<file path="src/rtl/arc4_key_search.sv">
// Brute-force key search over a 24-bit range: drives arc4, then scans the PT memory
// it produces and stops at the first key whose plaintext is entirely printable ASCII.
module arc4_key_search #(
    parameter logic [23:0] KEY_START = 24'h000000,
    parameter logic [23:0] KEY_END   = 24'hFFFFFF,
    parameter logic [23:0] KEY_STEP  = 24'd1
) (
    input  logic        clk,
    input  logic        rst_n,
    input  logic        en,
    output logic        rdy,
    output logic [23:0] key,
    output logic        key_valid,
    output logic        arc4_en,
    output logic [23:0] arc4_key,
    input  logic        arc4_rdy,
    output logic [7:0]  pt_addr,
    input  logic [7:0]  pt_rddata
);

    typedef enum logic [3:0] {
        S_IDLE,
        S_LAUNCH,
        S_WAIT_BUSY,
        S_WAIT_DONE,
        S_RD_LEN,
        S_LATCH_LEN,
        S_SCAN,
        S_NEXT,
        S_FOUND,
        S_FAIL
    } state_t;

    state_t      state_q;
    logic        rdy_q;
    logic [23:0] key_q;
    logic        key_valid_q;
    logic        arc4_en_q;
    logic [7:0]  pt_addr_q;
    logic [7:0]  len_q;
    logic [7:0]  idx_q;
    logic        wait_q;

    logic [24:0] key_sum_d;
    logic        byte_ok_d;

    // The extra top bit catches wrap-around past 24'hFFFFFF as "beyond KEY_END".
    assign key_sum_d = {1'b0, key_q} + {1'b0, KEY_STEP};
    assign byte_ok_d = (pt_rddata >= 8'h20) && (pt_rddata <= 8'h7E);

    always_ff @(posedge clk or negedge rst_n) begin
        if (!rst_n) begin
            state_q     <= S_IDLE;
            rdy_q       <= 1'b1;
            key_q       <= 24'h000000;
            key_valid_q <= 1'b0;
            arc4_en_q   <= 1'b0;
            pt_addr_q   <= 8'h00;
            len_q       <= 8'h00;
            idx_q       <= 8'h00;
            wait_q      <= 1'b0;
        end else begin
            arc4_en_q <= 1'b0;
            unique case (state_q)
                S_IDLE: begin
                    if (en) begin
                        key_q       <= KEY_START;
                        key_valid_q <= 1'b0;
                        rdy_q       <= 1'b0;
                        state_q     <= S_LAUNCH;
                    end
                end
                S_LAUNCH: begin
                    if (arc4_rdy) begin
                        arc4_en_q <= 1'b1;
                        state_q   <= S_WAIT_BUSY;
                    end
                end
                S_WAIT_BUSY: begin
                    if (!arc4_rdy) begin
                        state_q <= S_WAIT_DONE;
                    end
                end
                S_WAIT_DONE: begin
                    if (arc4_rdy) begin
                        pt_addr_q <= 8'h00;
                        state_q   <= S_RD_LEN;
                    end
                end
                S_RD_LEN: begin
                    state_q <= S_LATCH_LEN;
                end
                S_LATCH_LEN: begin
                    len_q <= pt_rddata;
                    if (pt_rddata == 8'h00) begin
                        state_q <= S_FOUND;
                    end else begin
                        pt_addr_q <= 8'h01;
                        idx_q     <= 8'h01;
                        wait_q    <= 1'b1;
                        state_q   <= S_SCAN;
                    end
                end
                // wait_q burns the memory-latency cycle after every new address.
                S_SCAN: begin
                    if (wait_q) begin
                        wait_q <= 1'b0;
                    end else if (!byte_ok_d) begin
                        state_q <= S_NEXT;
                    end else if (idx_q == len_q) begin
                        state_q <= S_FOUND;
                    end else begin
                        idx_q     <= idx_q + 8'h01;
                        pt_addr_q <= idx_q + 8'h01;
                        wait_q    <= 1'b1;
                    end
                end
                S_NEXT: begin
                    if (key_sum_d > {1'b0, KEY_END}) begin
                        state_q <= S_FAIL;
                    end else begin
                        key_q   <= key_sum_d[23:0];
                        state_q <= S_LAUNCH;
                    end
                end
                S_FOUND: begin
                    key_valid_q <= 1'b1;
                    rdy_q       <= 1'b1;
                    state_q     <= S_IDLE;
                end
                S_FAIL: begin
                    key_valid_q <= 1'b0;
                    rdy_q       <= 1'b1;
                    state_q     <= S_IDLE;
                end
                default: begin
                    state_q <= S_IDLE;
                end
            endcase
        end
    end

    assign rdy       = rdy_q;
    assign key       = key_q;
    assign key_valid = key_valid_q;
    assign arc4_en   = arc4_en_q;
    assign arc4_key  = key_q;
    assign pt_addr   = pt_addr_q;

endmodule

</file>
<file path="config.mk">
export PLATFORM = sky130hd
export DESIGN_NAME = arc4_key_search
export DESIGN_NICKNAME = d
export VERILOG_FILES = /design/src/rtl/arc4_key_search.sv
export SDC_FILE = /design/constraint.sdc
export NUM_CORES = 1
export LEC_CHECK = 0
export CAP_MARGIN = 20
export CORE_MARGIN = 2
export CORE_UTILIZATION = 58
export DETAILED_ROUTE_END_ITERATION = 7
export GPL_ROUTABILITY_DRIVEN = 0
export PLACE_DENSITY = 0.95
export SYNTH_ARGS = -nofsm -noshare
export SYNTH_HDL_FRONTEND = slang
export SYNTH_SLANG_ARGS = --single-unit
</file>
<file path="constraint.sdc">
create_clock -name clk -period 5.72 [get_ports clk]
set_input_delay 1.144 -clock clk [delete_from_list [all_inputs] [get_ports clk]]
set_output_delay 1.144 -clock clk [all_outputs]
set_load 0.05 [all_outputs]
</file>
; ---- After elaboration in Yosys (flattened, before gate mapping)
; Cells that the tools add are included.
[op_classes]
magnitude_cmp = 3
muxes = 30
add_sub_neg = 2
n_reduce_logical = 16
eq_ne = 20
[op_table]
columns = operator, count
row1 = two-way mux 24 bit, 2
row2 = one-hot mux 24 bit (2 select lines), 1
row3 = two-way mux 8 bit, 5
row4 = two-way mux 4 bit, 9
row5 = one-hot mux 4 bit (8 select lines), 1
row6 = adder 24 x 1 -> 25 bit (second input constant), 1
row7 = > comparator 25 x 24 -> 1 bit (second input constant), 1
row8 = one-hot mux 8 bit (3 select lines), 1
row9 = inequality test 2 bit (second input constant), 9
row10 = == test 4 x 3 -> 1 bit (second input constant), 4
row11 = one-hot mux 8 bit (2 select lines), 1
row12 = AND reduction 6 bit, 2
row13 = adder 8 x 1 -> 8 bit (second input constant), 1
row14 = == test 4 x 2 -> 1 bit (second input constant), 2
row15 = == test 4 bit (second input constant), 2
row16 = == test 8 bit, 1
row17 = greater-or-equal comparator 8 x 6 -> 1 bit (second input constant), 1
row18 = less-or-equal comparator 8 x 7 -> 1 bit (second input constant), 1
row19 = logical NOT 8 bit, 1
row20 = two-way mux 1 bit, 7
row21 = AND reduction 2 bit, 3
row22 = nonzero test 2 bit, 3
row23 = nonzero test 3 bit, 2
row24 = AND reduction 5 bit, 1
row25 = 8 further kinds, 9
[totals]
out_inout_bits = 59
in_bits = 12
reg_bits = 56
elab_cells = 80

; ---- Longest topological paths before layout
; Gate-level depths: netlist of run 1.
[depth]
word_depth = 5
ltp_mapped = 11
mapped_depth_nobuf = 9

; ---- Worst setup path before layout of run 1
; No wires, ideal clock.
[synth_timing]
kind = reg-to-reg
from = register key_q[0], in the netlist arc4_key[0]
to = register key_q[7], in the netlist arc4_key[7]
synth_period_minus_slack_ps = 3044
arrival_time_ps = 2975
required_time_ps = 5651
setup_slack_ps = 2676
setup_ps = 69
path_stages_with_launch = 11
path_buffers = 1
path_cell_list = dfrtp_1 ha_1 nand4_2 nor2_2 a32oi_1 a2111o_1 nor4_4 nor2_2 buf_6 a41o_1 nand3_1
[synth_between]
elab_chain_len = 4
elab_cells_between_ends = 6
classes_between = add/sub: 1 / order compare: 1 / eq/ne: 1 / mux: 2 / reduce/logical: 1
[synth_lines]
columns = element, line_no
row1 = start: declaration, 36  ; logic [23:0] key_q;
row2 = start signal: assignment, 122  ; key_q <= key_sum_d[23:0];
row3 = adder 24 x 1 -> 25 bit *, 48  ; assign key_sum_d = {1'b0, key_q} + {1'b0, KEY_STEP};
row4 = > comparator 25 x 24 -> 1 bit, 119  ; if (key_sum_d > {1'b0, KEY_END}) begin
row5 = inequality test 2 bit (no source line), --
row6 = AND reduction 3 bit (no source line), --
; Every way passes the cells marked *; elsewhere a longest branch is shown, timed or not. The select of a mux whose other input is x is not followed.
; A chain may end at the register's enable or synchronous reset.

; ---- Final worst setup path of run 1
[layout_timing]
from = input port pt_rddata[5]
to = register idx_q[7]
[layout_between]
elab_chain_len = 4
elab_cells_between_ends = 7
classes_between = order compare: 2 / eq/ne: 2 / reduce/logical: 3
[layout_lines]
columns = element, line_no
row1 = start: declaration, 18  ; input logic [7:0] pt_rddata
row2 = greater-or-equal comparator 8 x 6 -> 1 bit or less-or-equal comparator 8 x 7 -> 1 bit (tied branches), 49  ; assign byte_ok_d = (pt_rddata >= 8'h20) && (pt_rddata <= 8'h7E);
row3 = logical AND 1 bit, 49
row4 = inequality test 2 bit (no source line), --
row5 = AND reduction 5 bit (no source line) *, --
row6 = end signal: assignment, 113  ; idx_q <= idx_q + 8'h01;
row7 = end: declaration, 41  ; logic [7:0] idx_q;
; Every way passes the cells marked *; elsewhere a longest branch is shown, timed or not.

==> results of run 1 <==
-- per-layer routing --
metal / part of all wire [%] / vias to the layer above / track usage, %
li1: - / 1735 / -
met1: 39 / 1781 / 30.9
met2: 53 / 188 / 48.0
met3: 5.7 / 28 / 3.43
met4: 2.6 / 0 / 10.1
met5: 0 / - / 0
-- final cells by class --
cell class	count	area [um2]
sequential	56	1400
multi-input combinational	346	2180
fill	520	1930
tap	77	96.3
clock buffer	5	68.8
timing repair buffer	74	731
clock inverter	3	18.8
inverter	9	33.8
-- cell families (layout without fill, tap and decap cells) --
| group | Yosys count | in the layout | synth area share (%) |
|---|---|---|---|
| compound gates | 113 | 113 | 18.9 |
| xor+xnor | 17 | 17 | 3.79 |
| fa+ha+maj | 3 | 3 | 0.956 |
| buf+inv | 62 | 91 | 9.04 |
| flops | 56 | 56 | 35.7 |
| mux | 11 | 11 | 3.12 |
| simple gates | 202 | 202 | 28.4 |
-- cell usage in the layout (no fill, tap or decap), types with 3 or more instances in the layout --
master,instances
clkdlybuf4s50_1,69
dfrtp_1,55
nand2_1,53
nor2_1,34
o21ai_0,33
a21oi_1,19
xnor2_1,16
nand3_1,14
nor3_1,14
a211o_1,12
nand4_1,11
a31oi_1,11
mux2_2,10
inv_1,9
nand2b_1,9
nor4_1,8
and3_1,7
o31ai_1,6
or4_1,5
and4_1,5
nand3b_1,5
clkbuf_8,5
nor2b_1,4
a21o_1,4
or3_1,4
a211oi_1,4
nor4b_1,3
o221ai_1,3
and2_1,3
nor3b_1,3
o211ai_1,3
a22o_1,3
ha_1,3
-- stage by stage --
| stage | hold slack (ns) | worst slack (ns) |
|---|---|---|
| 6_report | 0.500 | 2.31 |
| 5_1_grt | 0.520 | 2.08 |
| 4_1_cts | 0.502 | 2.36 |
| 3_5_place_dp | 0.478 | 2.01 |
| 3_3_place_gp | 0.472 | 2.13 |
| 2_1_floorplan | 0.498 | 2.68 |
-- tightest hold or removal path: stages (launching register included) --
cell	delay, ns
dfrtp_1	0.36
nand2_1	0.06
o31ai_1	0.05
-- flip-flops by register name (all words and copies together), names as in the netlist --
register / count
rdy: 1
idx_q: 8
wait_q: 1
arc4_key: 24
state_q: 4
key_valid: 1
len_q: 8
arc4_en: 1
pt_addr: 8
-- power groups by stage --
| stage | logic [mW] | registers, mW | clock network (mW) |
|---|---|---|---|
| CTS | 0.862 | 0.664 | 0.226 |
| finish | 0.869 | 0.669 | 0.221 |
| floorplan | 0.584 | 0.734 | 0 |
| detailed placement | 0.859 | 0.672 | 0 |
| global route | 0.931 | 0.689 | 0.238 |
| global placement | 0.833 | 0.665 | 0 |
-- path summary, 6_finish.rpt --
check | slack [ns] | to | startpoint | cells past startpoint
hold / removal | 0.50 | pt_addr[4] | pt_addr[4] | 2
max in group asynchronous | 4.33 | arc4_en | rst_n | 2
setup reg to reg | 2.33 | arc4_key[13] | arc4_key[0] | 9
hold reg to reg | 0.50 | pt_addr[4] | pt_addr[4] | 2
min in group asynchronous | 0.93 | arc4_key[16] | rst_n | 2
setup / recovery | 2.31 | idx_q[7] | pt_rddata[5] | 7
==> metrics.csv, run 1 <==
stage,metric,value,unit
global_routing,pin count of the biggest net entering global routing,57,
floorplan,Die Ht,86.3,um
synthesis,Synth warnings,0,
final_layout,ant diodes,0,
critical_path,Setup CP Type,primary input to flop,
floorplan,Core Footprint,6460,um2
global_routing,GR Overflow Total,0,
placement,placed cell area,4420,um2
critical_path,CP Capture Type,flop,
floorplan,die width,86.3,um
power,Internal,0.896,mW
status,status,"finished, final reports clean",
placement,post-DP HPWL,6850,um
power,sequential fraction of design power,38.0,%
critical_path,WP buf/inv,2,
final_layout,share of layout cells above drive strength 1,7.91,%
sta,Worst-Margin Slew,0.971,ns
critical_path,delay of the slowest critical-path stage,0.52,ns
floorplan,die area,7450,um2
power,Worst VDD drop,0.251,mV
detailed_routing,post-detailed-route via-to-cell ratio,6.55,
synthesis,register area share after synthesis,35.7,%
global_routing,global-route wire length before repair,15700,um
clocking,post-CTS sizing,0,
sta,Slew Limit Fails,0,
sta,Hold Fails Final Rpt,0,
clocking,Clock Tree Root,clkbuf_8,
sta,final setup fails,0,
sta,Final Skew,0.00689,ns
power,P per Cell Area,389,nW/um2
floorplan,Cell Rows,29,
synthesis,cell count after synthesis,464,
sta,Tmin final,3.41,ns
power,switching power,0.863,mW
critical_path,Critical Path RT,5.93,ns
job,maxcap violations,0,
power,switch share,49.1,%
detailed_routing,post-route ant nets,0,
synthesis,most frequent cell after synthesis,dfrtp_1,
sta,final worst path period share,59.7,%
clocking,CTS tree,built,
final_layout,Area growth syn-to-layout,15.2,%
detailed_routing,drt first-iter violations,305,
synthesis,"Primary FF master, synth",dfrtp_1,
detailed_routing,DRT Pass-1 Iters,7,
critical_path,worst-path cell chain,"clkdlybuf4s50_1, nand4_1, o221ai_1, or4_1, inv_1, nor2_1, mux2_2",
floorplan,Initial Util,60.8,%
clocking,Sink Count,56,
detailed_routing,Detailed Route WL,9670,um
critical_path,"Slowest-stage cell, CP",clkdlybuf4s50_1,
synthesis,Synth area leaders,"dfrtp_1 35%, nand2_1 5.1%, buf_4 5.0%",
global_routing,initial antenna violation count,0,
final_layout,"Net count, final",507,
synthesis,post-synthesis cell area,3930,um2
detailed_routing,wire per inst,17.0,um
power,Final Total Pwr,1.76,mW
power,clock power share,12.6,%
global_routing,vias in the first global route,3398,
detailed_routing,via count,3732,
synthesis,"Avg Cell Area, Syn",8.47,um2
clocking,clk_lat worst skew,0.32,ns
final_layout,fin cells,570,
clocking,clock buffer count from CTS,5,
clocking,clock transition at the registers of the reported paths,0.10,ns
synthesis,commonest cells in the netlist,"55 x dfrtp_1, 53 x nand2_1, 34 x nor2_1",
power,power share of the combinational group,49.4,%
synthesis,asr flop ratio synth,100,%
final_layout,final core utilization,70.1,%
global_routing,GRT Total Usage,26.1,%
sta,RSZ-0062 raised after global routing,false,
critical_path,crit path DAT,3.62,ns
synthesis,"flops & latches, synth",56,
detailed_routing,number of remaining DRC errors,0,
sta,fmax,0.293,GHz
clocking,Post-CTS Setup Bufs,0,
clocking,# hold bufs at CTS,0,
placement,Cells after DPL,560,
critical_path,Critical Path Fanout Max,11,
critical_path,"CP delay by family, top",simple AND/OR/NAND/NOR gates,
clocking,Max clock buf depth,2,
sta,setup TNS,0,ns
synthesis,synthesized net count,479,
hold_path,Tightest Hold Check Type,flop to flop,
synthesis,Yosys top cell area share,35.0,%
power,Leak Pwr,1.79,nW
synthesis,Post-synth EDFFs,0,
final_layout,Final Cell Area,4530,um2
synthesis,Yosys cell types,66,
placement,Port Buffers,70,
clocking,H-tree levels,2,
synthesis,Yosys top cell by area,dfrtp_1,
critical_path,CP Launch Type,primary input,
floorplan,# IOs,71,
sta,slew margin rel.,35.3,%
No activity file was read; power rests on OpenSTA's default activity.
==> inputs of run 2 (changes only) <==
CORE_UTILIZATION = 53   (was 58)
PLACE_DENSITY = 0.89   (was 0.95)
clock period = 3.3 ns   (was 5.72 ns; I/O delays follow)
==> run 2 against run 1 <==
Core utilization down 5.6 points. Critical endpoint is now arc4_key[13]. Largest cell class unchanged. Sequential power increased by 72%. Register-to-register slack worse by 2.1 ns. Final area rose by 2.8%. Worst setup slack worse by 2.1 ns. First-iteration DRC count increased by 0.66%. Die area increased by 9.0%. Largest power group unchanged. Flip-flop and latch count stayed put.
==> metrics.csv, run 2 (synthesized netlist as in run 1, its figures left out) <==
stage,metric,value,unit
power,Worst VDD drop,0.374,mV
final_layout,"commonest cells after routing, fill and taps aside","69 x clkdlybuf4s50_1, 55 x dfrtp_1, 53 x nand2_1",
sta,final setup fails,0,
clocking,clock buffer count from CTS,5,
global_routing,GRT Total Usage,24.5,%
critical_path,CP Launch Type,flop,
final_layout,fin cells,601,
final_layout,"Net count, final",516,
clocking,# hold bufs at CTS,0,
detailed_routing,post-route ant nets,0,
critical_path,Setup CP Type,flop to flop,
critical_path,delay of the slowest critical-path stage,0.49,ns
final_layout,ant diodes,0,
clocking,H-tree levels,2,
placement,Cells after DPL,593,
final_layout,"commonest non-fill, non-tap cell in the layout",clkdlybuf4s50_1,
global_routing,GR Overflow Total,0,
floorplan,# IOs,71,
detailed_routing,DRT Pass-1 Iters,6,
floorplan,die width,90.1,um
critical_path,reg2reg path depth,10,
floorplan,Die Ht,90.1,um
clocking,Sink Count,56,
global_routing,pin count of the biggest net entering global routing,26,
clocking,Clock Tree Root,clkbuf_8,
floorplan,die area,8120,um2
final_layout,Area growth syn-to-layout,18.5,%
global_routing,global-route wire length before repair,16700,um
power,Final Total Pwr,3.18,mW
global_routing,initial antenna violation count,0,
floorplan,Cell Rows,31,
floorplan,Initial Util,54.5,%
clocking,clock transition at the registers of the reported paths,0.11,ns
power,P per Cell Area,684,nW/um2
global_routing,vias in the first global route,3545,
clocking,clk_lat worst skew,0.32,ns
detailed_routing,wire per inst,16.9,um
job,maxcap violations,0,
critical_path,crit path DAT,3.37,ns
sta,slew margin rel.,52.6,%
sta,Tmin final,3.10,ns
detailed_routing,drt first-iter violations,307,
sta,Slew Limit Fails,0,
sta,RSZ-0062 raised after global routing,false,
placement,Port Buffers,70,
sta,Worst-Margin Slew,0.711,ns
sta,Hold Fails Final Rpt,0,
placement,post-DP HPWL,7240,um
floorplan,Core Footprint,7210,um2
clocking,CTS tree,built,
critical_path,"Slowest-stage cell, CP",dfrtp_1,
final_layout,final core utilization,64.5,%
critical_path,worst-path cell chain,"ha_1, buf_4, and4_1, a211oi_1, a32oi_1, a2111o_1, nor4_4, nor2_4, a41oi_1, a211o_1",
final_layout,share of layout cells above drive strength 1,9.56,%
detailed_routing,number of remaining DRC errors,0,
status,status,"finished, final reports clean",
critical_path,WP depth,10,
critical_path,Critical Path RT,3.57,ns
sta,Fin Hold WS,0.283,ns
clocking,Post-CTS Setup Bufs,0,
clocking,post-CTS sizing,0,
detailed_routing,post-detailed-route via-to-cell ratio,6.21,
critical_path,CP Capture Type,flop,
hold_path,Tightest Hold Check Type,primary input to async pin,
detailed_routing,via count,3730,
sta,Final Skew,0.00756,ns
sta,final worst path period share,94.0,%
power,Leak Pwr,1.85,nW
critical_path,WP buf/inv,1,
final_layout,max reg flops,24,
critical_path,Critical Path Fanout Max,16,
sta,setup TNS,0,ns
sta,fmax,0.322,GHz
detailed_routing,Detailed Route WL,10200,um
clocking,Max clock buf depth,2,
critical_path,"CP delay by family, top",compound AO/OA/AOI/OAI gates,
run 2: changes by cell type in the layout (fill, tap and decap cells not counted), sizes merged:
cell / delta
buf: +9
bufinv: +1
clkinv: -2
clkbuf: +1
run 2: worst paths after layout:
kind                              from      endpoint  slack [ns]
setup / recovery           arc4_key[0]  arc4_key[13]        0.20
hold / removal                   rst_n  arc4_key[14]        0.28
setup reg to reg           arc4_key[0]  arc4_key[13]        0.20
hold reg to reg             pt_addr[4]    pt_addr[4]        0.49
max in group asynchronous        rst_n           rdy        2.33
min in group clk            pt_addr[4]    pt_addr[4]        0.49
run 2: metrics by stage:
step | worst slack (ns) | cell area [um2]
after floorplan | 0.256 | 3930
after global placement | 0.379 | 4530
after detailed placement | 0.254 | 4530
after CTS | 0.217 | 4650
after global routing | 0.0723 | 4660
final | 0.198 | 4660
run 2: per-layer routing:
| layer | GRT usage (%) | part of all wire, % |
|---|---|---|
| met1 | 29.3 | 39 |
| met2 | 43.8 | 51 |
| met3 | 3.52 | 6.5 |
| met4 | 10.4 | 3.1 |
| met5 | 0 | 0 |
run 2: cell type report:
type,count,area (um2)
sequential,56,1400
fill,614,2560
inverter,9,33.8
tap,99,124
clock inverter,2,38.8
timing repair buffer,83,793
clock buffer,6,82.6
multi-input combinational,346,2180
run 2: worst register-to-register path, stage by stage, from the launching register on:
cell and delay, ns:
dfrtp_1 0.49, ha_1 0.27, buf_4 0.18, and4_1 0.28, a211oi_1 0.29, a32oi_1 0.12
a2111o_1 0.48, nor4_4 0.37, nor2_4 0.16, a41oi_1 0.28, a211o_1 0.13
run 2: where the power goes:
group / internal, mW / switching, mW / leakage (nW)
Sequential: 0.853 / 0.299 / 0.741
Clock: 0.249 / 0.241 / 0.0614
Combinational: 0.572 / 0.969 / 1.05
Total: 1.67 / 1.51 / 1.85
